## config.mk

```make
export PLATFORM = sky130hd
export DESIGN_NAME = cv32e40p_bit_scanner_flat
export DESIGN_NICKNAME = d
export VERILOG_FILES = /design/src/rtl/cv32e40p_bit_scanner_if.sv /design/src/rtl/cv32e40p_bit_scanner.sv /design/src/flat_wrapper.sv
export SDC_FILE = /design/constraint.sdc
export NUM_CORES = 1
export LEC_CHECK = 0
export ABC_AREA = 1
export CAP_MARGIN = 20
export CORE_MARGIN = 1
export CORE_UTILIZATION = 55
export DETAILED_ROUTE_END_ITERATION = 7
export PLACE_DENSITY_LB_ADDON = 0.1
export SLEW_MARGIN = 20
export SYNTH_ARGS = -nofsm -noshare
export SYNTH_HDL_FRONTEND = slang
export SYNTH_SLANG_ARGS = --single-unit
```

## constraint.sdc

```tcl
create_clock -name clk -period 2.4 [get_ports clk]
set_input_delay 0.48 -clock clk [delete_from_list [all_inputs] [get_ports clk]]
set_output_delay 0.48 -clock clk [all_outputs]
set_load 0.05 [all_outputs]
```

## src/rtl/cv32e40p_bit_scanner_if.sv

```systemverilog
// Handshake bundle for the set-bit scanner: vector input channel, index output
// channel, flush and a debug view of the scan state.
interface cv32e40p_bit_scanner_if #(
  parameter int LEN = 32
);
  localparam int IDX_W = $clog2(LEN);
  localparam int CNT_W = $clog2(LEN + 1);

  logic             flush_i;
  logic             in_valid_i;
  logic             in_ready_o;
  logic [LEN-1:0]   in_data_i;
  logic             in_dir_i;
  logic             idx_valid_o;
  logic             idx_ready_i;
  logic [IDX_W-1:0] idx_o;
  logic             idx_last_o;
  logic             empty_o;
  logic [CNT_W-1:0] cnt_o;
  logic             scan_dbg;

  modport master (
    output flush_i, in_valid_i, in_data_i, in_dir_i, idx_ready_i,
    input  in_ready_o, idx_valid_o, idx_o, idx_last_o, empty_o, cnt_o, scan_dbg
  );

  modport slave (
    input  flush_i, in_valid_i, in_data_i, in_dir_i, idx_ready_i,
    output in_ready_o, idx_valid_o, idx_o, idx_last_o, empty_o, cnt_o, scan_dbg
  );
endinterface

```

## src/rtl/cv32e40p_bit_scanner.sv

```systemverilog
// Sequential set-bit enumerator: accepts a LEN-bit vector and emits the index of
// every set bit, lowest-first or highest-first, one index per accepted beat.
module cv32e40p_bit_scanner #(
  parameter int LEN = 32
) (
  input  logic                  clk,
  input  logic                  rst,
  cv32e40p_bit_scanner_if.slave bus
);
  localparam int IDX_W = $clog2(LEN);
  localparam int CNT_W = $clog2(LEN + 1);
  localparam int P     = 1 << IDX_W;

  typedef enum logic {IDLE = 1'b0, SCAN = 1'b1} state_t;

  state_t           state_q, state_d;
  logic [LEN-1:0]   pend_q, pend_d, pend_rev;
  logic             dir_q, dir_d;
  logic [CNT_W-1:0] cnt_q, cnt_d;
  logic [IDX_W-1:0] lo_idx, hi_raw, cur_idx;
  logic             pend_zero, cur_last, beat, accept, in_ready;

  // Binary find-first-one tree over a power-of-two padded vector; leaf pairs
  // are merged in place, the lower half winning.
  function automatic logic [IDX_W-1:0] ffo_tree(input logic [LEN-1:0] v);
    logic [P-1:0]     vld;
    logic [IDX_W-1:0] idx [P];
    vld = '0;
    vld[LEN-1:0] = v;
    for (int i = 0; i < P; i++) idx[i] = IDX_W'(i);
    for (int w = P; w > 1; w = w / 2) begin
      for (int j = 0; j < w / 2; j++) begin
        idx[j] = vld[2*j] ? idx[2*j] : idx[2*j+1];
        vld[j] = vld[2*j] | vld[2*j+1];
      end
    end
    return idx[0];
  endfunction

  function automatic logic [CNT_W-1:0] popcount(input logic [LEN-1:0] v);
    logic [CNT_W-1:0] c;
    c = '0;
    for (int i = 0; i < LEN; i++) c = c + CNT_W'(v[i]);
    return c;
  endfunction

  always_comb begin
    pend_rev = '0;
    for (int i = 0; i < LEN; i++) pend_rev[i] = pend_q[LEN-1-i];
  end

  assign pend_zero = (pend_q == '0);
  assign lo_idx    = ffo_tree(pend_q);
  assign hi_raw    = ffo_tree(pend_rev);
  assign cur_idx   = pend_zero ? '0 : (dir_q ? (IDX_W'(LEN - 1) - hi_raw) : lo_idx);
  assign cur_last  = ((pend_q & (pend_q - LEN'(1))) == '0);

  // Both channels transfer on a cycle where valid and ready are high together;
  // valid never waits for ready, and in_ready only looks at idx_ready/flush.
  assign beat     = (state_q == SCAN) & bus.idx_ready_i & ~bus.flush_i;
  assign in_ready = ((state_q == IDLE) | ((state_q == SCAN) & cur_last & bus.idx_ready_i))
                    & ~bus.flush_i;
  assign accept   = bus.in_valid_i & in_ready;

  always_comb begin
    state_d = state_q;
    pend_d  = pend_q;
    dir_d   = dir_q;
    cnt_d   = cnt_q;
    if (bus.flush_i) begin
      state_d = IDLE;
      pend_d  = '0;
      cnt_d   = '0;
    end else begin
      if (beat) begin
        pend_d = pend_q & ~(LEN'(1) << cur_idx);
        if (cur_last) state_d = IDLE;
      end
      // A vector arriving on the final beat replaces the drained pending set.
      if (accept) begin
        state_d = SCAN;
        pend_d  = bus.in_data_i;
        dir_d   = bus.in_dir_i;
        cnt_d   = popcount(bus.in_data_i);
      end
    end
  end

  always_ff @(posedge clk or posedge rst) begin
    if (rst) begin
      state_q <= IDLE;
      pend_q  <= '0;
      dir_q   <= 1'b0;
      cnt_q   <= '0;
    end else begin
      state_q <= state_d;
      pend_q  <= pend_d;
      dir_q   <= dir_d;
      cnt_q   <= cnt_d;
    end
  end

  assign bus.in_ready_o  = in_ready;
  assign bus.idx_valid_o = (state_q == SCAN);
  assign bus.idx_o       = cur_idx;
  assign bus.idx_last_o  = cur_last;
  assign bus.empty_o     = (state_q == SCAN) & (cnt_q == '0);
  assign bus.cnt_o       = cnt_q;
  assign bus.scan_dbg    = (state_q == SCAN);
endmodule

```

## src/flat_wrapper.sv

```systemverilog
// flat-port wrapper written by rule: the top's interface ports become plain ports
module cv32e40p_bit_scanner_flat 
#(
  parameter int LEN = 32
)
  (clk, rst, bus_flush_i, bus_in_valid_i, bus_in_data_i, bus_in_dir_i, bus_idx_ready_i, bus_in_ready_o, bus_idx_valid_o, bus_idx_o, bus_idx_last_o, bus_empty_o, bus_cnt_o, bus_scan_dbg);
  cv32e40p_bit_scanner_if #(.LEN(LEN)) bus_i ();
  input  logic clk;
  input  logic rst;
  input wire logic [$bits(bus_i.flush_i)-1:0] bus_flush_i;
  input wire logic [$bits(bus_i.in_valid_i)-1:0] bus_in_valid_i;
  input wire logic [$bits(bus_i.in_data_i)-1:0] bus_in_data_i;
  input wire logic [$bits(bus_i.in_dir_i)-1:0] bus_in_dir_i;
  input wire logic [$bits(bus_i.idx_ready_i)-1:0] bus_idx_ready_i;
  output wire logic [$bits(bus_i.in_ready_o)-1:0] bus_in_ready_o;
  output wire logic [$bits(bus_i.idx_valid_o)-1:0] bus_idx_valid_o;
  output wire logic [$bits(bus_i.idx_o)-1:0] bus_idx_o;
  output wire logic [$bits(bus_i.idx_last_o)-1:0] bus_idx_last_o;
  output wire logic [$bits(bus_i.empty_o)-1:0] bus_empty_o;
  output wire logic [$bits(bus_i.cnt_o)-1:0] bus_cnt_o;
  output wire logic [$bits(bus_i.scan_dbg)-1:0] bus_scan_dbg;
  assign bus_i.flush_i = bus_flush_i;
  assign bus_i.in_valid_i = bus_in_valid_i;
  assign bus_i.in_data_i = bus_in_data_i;
  assign bus_i.in_dir_i = bus_in_dir_i;
  assign bus_i.idx_ready_i = bus_idx_ready_i;
  assign bus_in_ready_o = bus_i.in_ready_o;
  assign bus_idx_valid_o = bus_i.idx_valid_o;
  assign bus_idx_o = bus_i.idx_o;
  assign bus_idx_last_o = bus_i.idx_last_o;
  assign bus_empty_o = bus_i.empty_o;
  assign bus_cnt_o = bus_i.cnt_o;
  assign bus_scan_dbg = bus_i.scan_dbg;
  cv32e40p_bit_scanner #(.LEN(LEN)) u_core (.clk(clk), .rst(rst), .bus(bus_i));
endmodule
```

==> impl_metrics.env, run 1 <==
export IMPL_outcome="did not finish"
export IMPL_stop_stage="global routing"
export IMPL_error="[ERROR GRT-0116] Global routing finished with congestion. Check the congestion regions in the DRC Viewer."
export IMPL_numCtsBuffers=5
export IMPL_synth_area_sq_um=4140
export IMPL_place_congestion=1.01
export IMPL_ys_seq_area_share_pct=24.2
export IMPL_start_util_pct=57.1
export IMPL_clockRootBuffer="clkbuf_8"
export IMPL_async_reset_ff_share_pct=100
export IMPL_yosysWarnings=0
export IMPL_yosys_top_cells_count="nand2_1 (172), inv_1 (90), nor2_1 (89)"
export IMPL_yosys_top_cells_area="dfrtp_1 (24%), nand2_1 (16%), fa_1 (12%), inv_1 (8.2%), nor2_1 (8.1%)"
export IMPL_synth_top_cell_by_area="dfrtp_1"
export IMPL_h_tree_depth=2
export IMPL_port_buffers=53
export IMPL_grt_pass1_wl_mm=42.6
export IMPL_row_count=31
export IMPL_synth_area_per_cell_sq_um=6.55
export IMPL_ios=54
export IMPL_grt_overflow_total=54
export IMPL_hpwl_mm=13.6
export IMPL_grt_pass1_vias=7291
export IMPL_grt_max_degree=41
export IMPL_synth_edff_count=0
export IMPL_yosys_area_top_type_share_pct=24.2
export IMPL_yosysMostFrequentCell="nand2_1"
export IMPL_die_height_um=88.8
export IMPL_synth_fp_nets=703
export IMPL_clock_sinks=40
export IMPL_dp_cells=894
export IMPL_synth_main_ff_cell="dfrtp_1"
export IMPL_die_x_um=88.8
export IMPL_post_synth_num_cell_types=40
export IMPL_grt_usage_pct=73.9
export IMPL_cts_path_max_buffers=2
export IMPL_synthCells=633
export IMPL_synth_seq_cells=40
## per-stage QoR
stage / util (%) / instance area (sq um) / worst slack (ns) / hold WS, ns
global placement: 79.5 / 5770 / -2.88 / 0.523
floorplan: - / 4190 / -2.30 / 0.503
detailed placement: 79.5 / 5770 / -3.22 / 0.535
CTS: 91.6 / 6640 / -2.52 / 0.528
## cells by family after synthesis
kind of cell    synth area share (%)
compound gates                  14.0
fa+ha+maj                       14.0
xor+xnor                       0.634
simple gates                    36.1
buf+inv                         11.1
flops                           24.2
## metal layers
layer  track usage (%)  GRT overflow
met1              73.0             0
met2              93.9            34
met3              56.5             1
met4              76.4            19
met5              7.14             0
## timing repair
action,4_1_cts
pin swaps,61
setup buffers,31
hold endpoints to repair,0
gates resized for setup,178
setup endpoints to repair,46
gates cloned,2
hold buffers,0
==> inputs of run 2 (changes only) <==
--- a/config.mk
+++ b/config.mk
@@ -8,9 +8,9 @@
 export ABC_AREA = 1
 export CAP_MARGIN = 20
 export CORE_MARGIN = 1
-export CORE_UTILIZATION = 55
+export CORE_UTILIZATION = 40
 export DETAILED_ROUTE_END_ITERATION = 7
-export PLACE_DENSITY_LB_ADDON = 0.1
+export PLACE_DENSITY_LB_ADDON = 0.15
 export SLEW_MARGIN = 20
 export SYNTH_ARGS = -nofsm -noshare
 export SYNTH_HDL_FRONTEND = slang
==> impl_metrics.env, run 2 <==
export IMPL_outcome="finished with violations"
export IMPL_viasPerCell=5.36
export IMPL_port_buffers=53
export IMPL_yosys_top_cells_count="nand2_1 (172), inv_1 (90), nor2_1 (89)"
export IMPL_fin_crit_ns=4.68
export IMPL_dp_cells=951
export IMPL_n_antenna_cell=0
export IMPL_place_ws_ns=-2.96
export IMPL_grt_max_degree=41
export IMPL_grt_pass1_wl_mm=27.0
export IMPL_hold_start="bus_in_data_i[1]"
export IMPL_core_area_sq_um=9910
export IMPL_slew_headroom_pct=57.5
export IMPL_irDropWorstVdd_v=0.00173
export IMPL_path_cells="buf_8 -> ha_4 -> inv_2 -> fa_1 -> fa_2 -> fa_1 -> fa_1 -> fa_2 -> fa_1 -> fa_2 -> fa_2 -> buf_4 -> xor2_1 -> o21ai_1"
export IMPL_grt_overflow_total=0
export IMPL_hold_path_class="input pin to flop"
export IMPL_holdWs_ns=0.514
export IMPL_synth_main_ff_cell="dfrtp_1"
export IMPL_nFillCells=715
export IMPL_hold_viol=0
export IMPL_hpwl_mm=13.3
export IMPL_violations="negative setup slack"
export IMPL_yosys_top_cells_area="dfrtp_1 (24%), nand2_1 (16%), fa_1 (12%), inv_1 (8.2%), nor2_1 (8.1%)"
export IMPL_async_reset_ff_share_pct=100
export IMPL_final_nets=961
export IMPL_antenna_found_initial=0
export IMPL_grt_setup_unrepaired="yes"
export IMPL_worst_pin_slew_ns=0.637
export IMPL_finalSetupViolCount=46
export IMPL_syn2layout_area_growth_pct=83.3
export IMPL_power_mw=7.00
export IMPL_synth_area_sq_um=4140
export IMPL_rrSetupSlack_ns=-0.50
export IMPL_cp_slowest_stage_delay_ns=0.56
export IMPL_postRouteAntennaNets=0
export IMPL_synth_area_per_cell_sq_um=6.55
export IMPL_ys_seq_area_share_pct=24.2
export IMPL_place_congestion=0.961
export IMPL_setup_tns_ns=-25.23
export IMPL_max_clock_freq_mhz=214
export IMPL_grt_usage_pct=32.4
export IMPL_vias=5494
export IMPL_drcViolationCount=0
export IMPL_arrival_ns=4.92
export IMPL_drt_pre_antenna_iters=5
export IMPL_clockRootBuffer="clkbuf_8"
export IMPL_reg2reg_from="u_core.pend_q[12]"
export IMPL_stdcell_area_sq_um=7600
export IMPL_cts_path_max_buffers=2
export IMPL_dpl_cell_area_sq_um=6000
export IMPL_fin_ws_ns=-2.28
export IMPL_critPathCaptureType="flop"
export IMPL_die_area_sq_um=10800
export IMPL_hold_end="u_core.pend_q[1]"
export IMPL_p_per_area_nw_per_um2=922
export IMPL_cp_max_fo=2
export IMPL_p_leak_nw=3.73
export IMPL_max_cap_violations=0
export IMPL_ff2ff_path_depth=21
export IMPL_final_cell_mix="buf_4 (161), nand2_1 (133), inv_1 (74)"
export IMPL_rr_endpoint="u_core.pend_q[13]"
export IMPL_yosys_area_top_type_share_pct=24.2
export IMPL_yosysMostFrequentCell="nand2_1"
export IMPL_drt_total_wl_mm=18.7
export IMPL_synth_edff_count=0
export IMPL_cts_clk_slew_worst_paths_ns=0.09
export IMPL_insertion_delay_ns=0.31
export IMPL_h_tree_depth=2
export IMPL_largest_reg_flops=32
export IMPL_period_share_pct=195
export IMPL_wl_per_cell_um=18.2
export IMPL_finalMaxSlewViolations=0
export IMPL_dr_first_iter_drc_count=380
export IMPL_synthCells=633
export IMPL_ios=54
export IMPL_die_height_um=104
export IMPL_synth_fp_nets=703
export IMPL_numCtsBuffers=5
export IMPL_crit_type="input pin to flop"
export IMPL_fin_skew_ns=0.0101
export IMPL_fin_cells=1025
export IMPL_mostFrequentLayoutCell="buf_4"
export IMPL_startpoint_type="input pin"
export IMPL_start_util_pct=41.8
export IMPL_slowest_stage="fa_2"
export IMPL_startpoint="bus_in_data_i[0]"
export IMPL_layout_drive_gt1_share_pct=48.4
export IMPL_cts_tree="done"
export IMPL_clock_sinks=40
export IMPL_post_synth_num_cell_types=40
export IMPL_holdPathStages=4
export IMPL_synth_seq_cells=40
export IMPL_yosysWarnings=0
export IMPL_cp_required_ns=2.64
export IMPL_synth_top_cell_by_area="dfrtp_1"
export IMPL_ctsHoldBuffers=0
export IMPL_row_count=36
export IMPL_fin_util_pct=76.7
export IMPL_largest_register="u_core.pend_q"
export IMPL_die_x_um=104
export IMPL_grt_pass1_vias=5339
==> run 2: cell counts after synthesis <==
No cell type changed its count.
==> run 2: worst max path at each step <==
stage | endpoint | slack (ns) | cells after the start
floorplan | u_core.bus.cnt_o[4] | -2.30 | 13
global placement | u_core.bus.cnt_o[4] | -2.88 | 14
detailed placement | u_core.bus.cnt_o[4] | -2.96 | 14
CTS | u_core.bus.cnt_o[4] | -2.36 | 14
global route | u_core.bus.cnt_o[2] | -2.37 | 14
finish | u_core.bus.cnt_o[2] | -2.28 | 14
==> run 2: cell families after synthesis <==
| group | Yosys count | synth area share (%) |
|---|---|---|
| and+or+nand+nor | 341 | 36.1 |
| buffers and inverters | 114 | 11.1 |
| AOI/OAI and AO/OA | 103 | 14.0 |
| DFF | 40 | 24.2 |
| adders and majority gates | 32 | 14.0 |
| xor gates and xnor gates | 3 | 0.634 |
==> run 2: power breakdown <==
part	leakage, nW	internal [mW]	switching (mW)	total, mW
Clock	0.0541	0.308	0.275	0.584
Combinational	3.15	2.64	2.94	5.58
Sequential	0.523	0.746	0.0889	0.835
Total	3.73	3.70	3.30	7.00
==> run 2: timing repair <==
action | 4_1_cts | 5_1_grt
cloned | 2 | 4
resized for setup | 184 | 149
buffers inserted | 40 | 30
endpoints found under the setup margin | 47 | 47
pin swaps | 73 | 93
==> run 2: critical path: cells and delay by family <==
kind / cells / cell delay [ns]
buffers and inverters: 3 / 0.27
AOI/OAI and AO/OA: 1 / 0.12
xor gates and xnor gates: 1 / 0.14
adders and majority gates: 9 / 3.90
==> run 2: metal layers <==
layer	vias up	routed length, um	GRT usage [%]
met3	64	1260	4.53
met5	-	0	0
met2	237	9300	55.1
li1	2553	-	-
met4	0	887	15.4
met1	2640	7250	40.5
==> run 2: layout make-up <==
class	instances	area, sq um	share of cell area [%]
timing repair buffer	264	2430	32.0
timing repair inverter	1	6.26	0.0824
inverter	99	399	5.25
multi-input combinational	480	3470	45.7
sequential	40	1010	13.3
tap	133	166	2.19
clock buffer	5	68.8	0.906
clock inverter	3	42.5	0.560
Power figures use the tool's default switching activity.
==> inputs of run 3 (changes only) <==
--- a/config.mk
+++ b/config.mk
@@ -7,7 +7,7 @@
 export LEC_CHECK = 0
 export ABC_AREA = 1
 export CAP_MARGIN = 20
-export CORE_MARGIN = 1
+export CORE_MARGIN = 5
 export CORE_UTILIZATION = 40
 export DETAILED_ROUTE_END_ITERATION = 7
 export PLACE_DENSITY_LB_ADDON = 0.15
==> constraint.sdc (replaced) <==
create_clock -name clk -period 2.4 [get_ports clk]
set_input_delay 0.24 -clock clk [delete_from_list [all_inputs] [get_ports clk]]
set_output_delay 0.24 -clock clk [all_outputs]
set_load 0.05 [all_outputs]
==> impl_metrics.env, run 3 (synthesis gave the netlist of run 2 again) <==
export IMPL_use_met2_pct=49.3
export IMPL_cts_tree="done"
export IMPL_die_x_um=112
export IMPL_cts_path_max_buffers=2
export IMPL_antenna_found_initial=0
export IMPL_p_per_area_nw_per_um2=879
export IMPL_dp_cells=956
export IMPL_largest_reg_flops=32
export IMPL_wl_per_cell_um=18.1
export IMPL_clock_sinks=40
export IMPL_finalSetupViolCount=47
export IMPL_irDropWorstVdd_v=0.00188
export IMPL_hpwl_mm=13.2
export IMPL_place_ws_ns=-2.74
export IMPL_p_leak_nw=3.63
export IMPL_grt_overflow_total=0
export IMPL_grt_pass1_wl_mm=27.7
export IMPL_violations="negative setup slack"
export IMPL_row_count=37
export IMPL_grt_usage_pct=27.6
export IMPL_ff_latch_area_sq_um=1010
export IMPL_h_tree_depth=2
export IMPL_crit_type="input pin to flop"
export IMPL_final_nets=941
export IMPL_die_area_sq_um=12500
export IMPL_nFillCells=797
export IMPL_grt_busiest_layer="met2"
export IMPL_period_share_pct=187
export IMPL_grt_max_degree=41
export IMPL_dr_first_iter_drc_count=444
export IMPL_core_area_sq_um=10200
export IMPL_finalMaxSlewViolations=0
export IMPL_clockRootBuffer="clkbuf_8"
export IMPL_insertion_delay_ns=0.30
export IMPL_fin_cells=1008
export IMPL_max_cap_violations=0
export IMPL_reg2reg_from="u_core.pend_q[0]"
export IMPL_n_antenna_cell=0
export IMPL_worst_pin_slew_ns=0.549
export IMPL_postRouteAntennaNets=0
export IMPL_hold_viol=0
export IMPL_drt_total_wl_mm=18.2
export IMPL_drcViolationCount=0
export IMPL_grt_use_met3_pct=3.53
export IMPL_startpoint_type="input pin"
export IMPL_ff2ff_path_depth=18
export IMPL_numCtsBuffers=5
export IMPL_final_cell_mix="buf_4 (153), nand2_1 (130), inv_1 (79)"
export IMPL_place_congestion=0.971
export IMPL_rr_endpoint="u_core.pend_q[10]"
export IMPL_fin_crit_ns=4.49
export IMPL_rrSetupSlack_ns=-0.45
export IMPL_grt_pass1_vias=5441
export IMPL_arrival_ns=4.67
export IMPL_cts_clk_slew_worst_paths_ns=0.09
export IMPL_layout_drive_gt1_share_pct=42.2
export IMPL_ctsHoldBuffers=0
export IMPL_cp_max_fo=2
export IMPL_mostFrequentLayoutCell="buf_4"
export IMPL_vias=5351
export IMPL_grtUsageMet1_pct=33.6
export IMPL_viasPerCell=5.31
export IMPL_grt_setup_unrepaired="yes"
export IMPL_fin_skew_ns=0.0102
export IMPL_drt_pre_antenna_iters=6
export IMPL_critPathCaptureType="flop"
export IMPL_max_clock_freq_mhz=223
export IMPL_largest_register="u_core.pend_q"
export IMPL_startpoint="bus_in_data_i[0]"
export IMPL_cp_required_ns=2.59
export IMPL_die_height_um=112
export IMPL_fin_ws_ns=-2.09
export IMPL_multi_input_area_sq_um=3340
export IMPL_port_buffers=53
export IMPL_hold_path_class="input pin to flop"
export IMPL_outcome="finished with violations"
export IMPL_syn2layout_area_growth_pct=75.5
export IMPL_ios=54
export IMPL_start_util_pct=40.5
export IMPL_slew_headroom_pct=63.4
export IMPL_critPathCapture="u_core.bus.cnt_o[4]"
## run 3: cell count changes in the layout (fill, tap and decap cells not counted), moves of 9 or more
cell,before,now
o21ai_2,22,8
o21ai_0,14,29
nor2_2,21,12
buf_6,42,31
nand3_1,16,27
## run 3: metal layers
metal	vias up	share of wire [%]
met1	2547	39
met5	-	0
met3	61	6.6
met4	0	4.2
met2	239	50
li1	2504	-
## run 3: layout make-up
type / instances / area share [%]
multi-input cells: 479 / 45.9
repair buffers: 245 / 31.0
flip-flops and latches: 40 / 13.8
inverters: 99 / 5.38
well taps: 136 / 2.34
clock buffers: 5 / 0.946
clock inverters: 3 / 0.585
repair inverters: 1 / 0.0860
## run 3: through the flow
step           setup TNS, ns  cell area [sq um]  hold slack [ns]  utilization [%]  total power [mW]
3_3_place_gp          -24.04               6010            0.526             58.8              4.74
4_1_cts               -26.41               6830            0.302             66.7              5.94
2_1_floorplan         -11.66               4180            0.388                -              3.23
5_1_grt               -31.51               7270            0.333             71.1              6.89
3_5_place_dp          -24.86               6010            0.529             58.8              4.85
6_report              -24.88               7270            0.306             71.1              6.39
## run 3: timing repair
action / in CTS / in global routing
gates cloned: 4 / 2
pin swaps: 58 / 69
resized for setup: 152 / 113
endpoints found under the setup margin: 46 / 47
setup buffers: 29 / 23
## run 3: how the worst min path moves through the flow
stage                              from                  end  slack [ns]  depth (start not counted)
finish                bus_in_data_i[22]    u_core.pend_q[22]        0.31                          4
global route          bus_in_data_i[22]    u_core.pend_q[22]        0.33                          4
CTS                    bus_in_data_i[0]     u_core.pend_q[0]        0.30                          4
detailed placement  u_core.bus.cnt_o[2]  u_core.bus.cnt_o[2]        0.53                          2
global placement    u_core.bus.cnt_o[2]  u_core.bus.cnt_o[2]        0.53                          2
floorplan             bus_in_data_i[19]    u_core.pend_q[19]        0.39                          2
## run 3: worst max-delay path: stages
cell and delay [ns]:
buf_8 0.10, ha_4 0.25, inv_2 0.03, fa_1 0.47, fa_1 0.57, fa_1 0.43, fa_1 0.49, fa_2 0.59
fa_1 0.43, fa_2 0.38, fa_2 0.37, o21ai_2 0.13, xnor2_1 0.12, o21ai_1 0.07
## run 3: power breakdown
part           leakage [nW]  switching [mW]  internal (mW)
combinational          3.04            2.67           2.31
clock                0.0541           0.270          0.308
sequential            0.529          0.0900          0.745
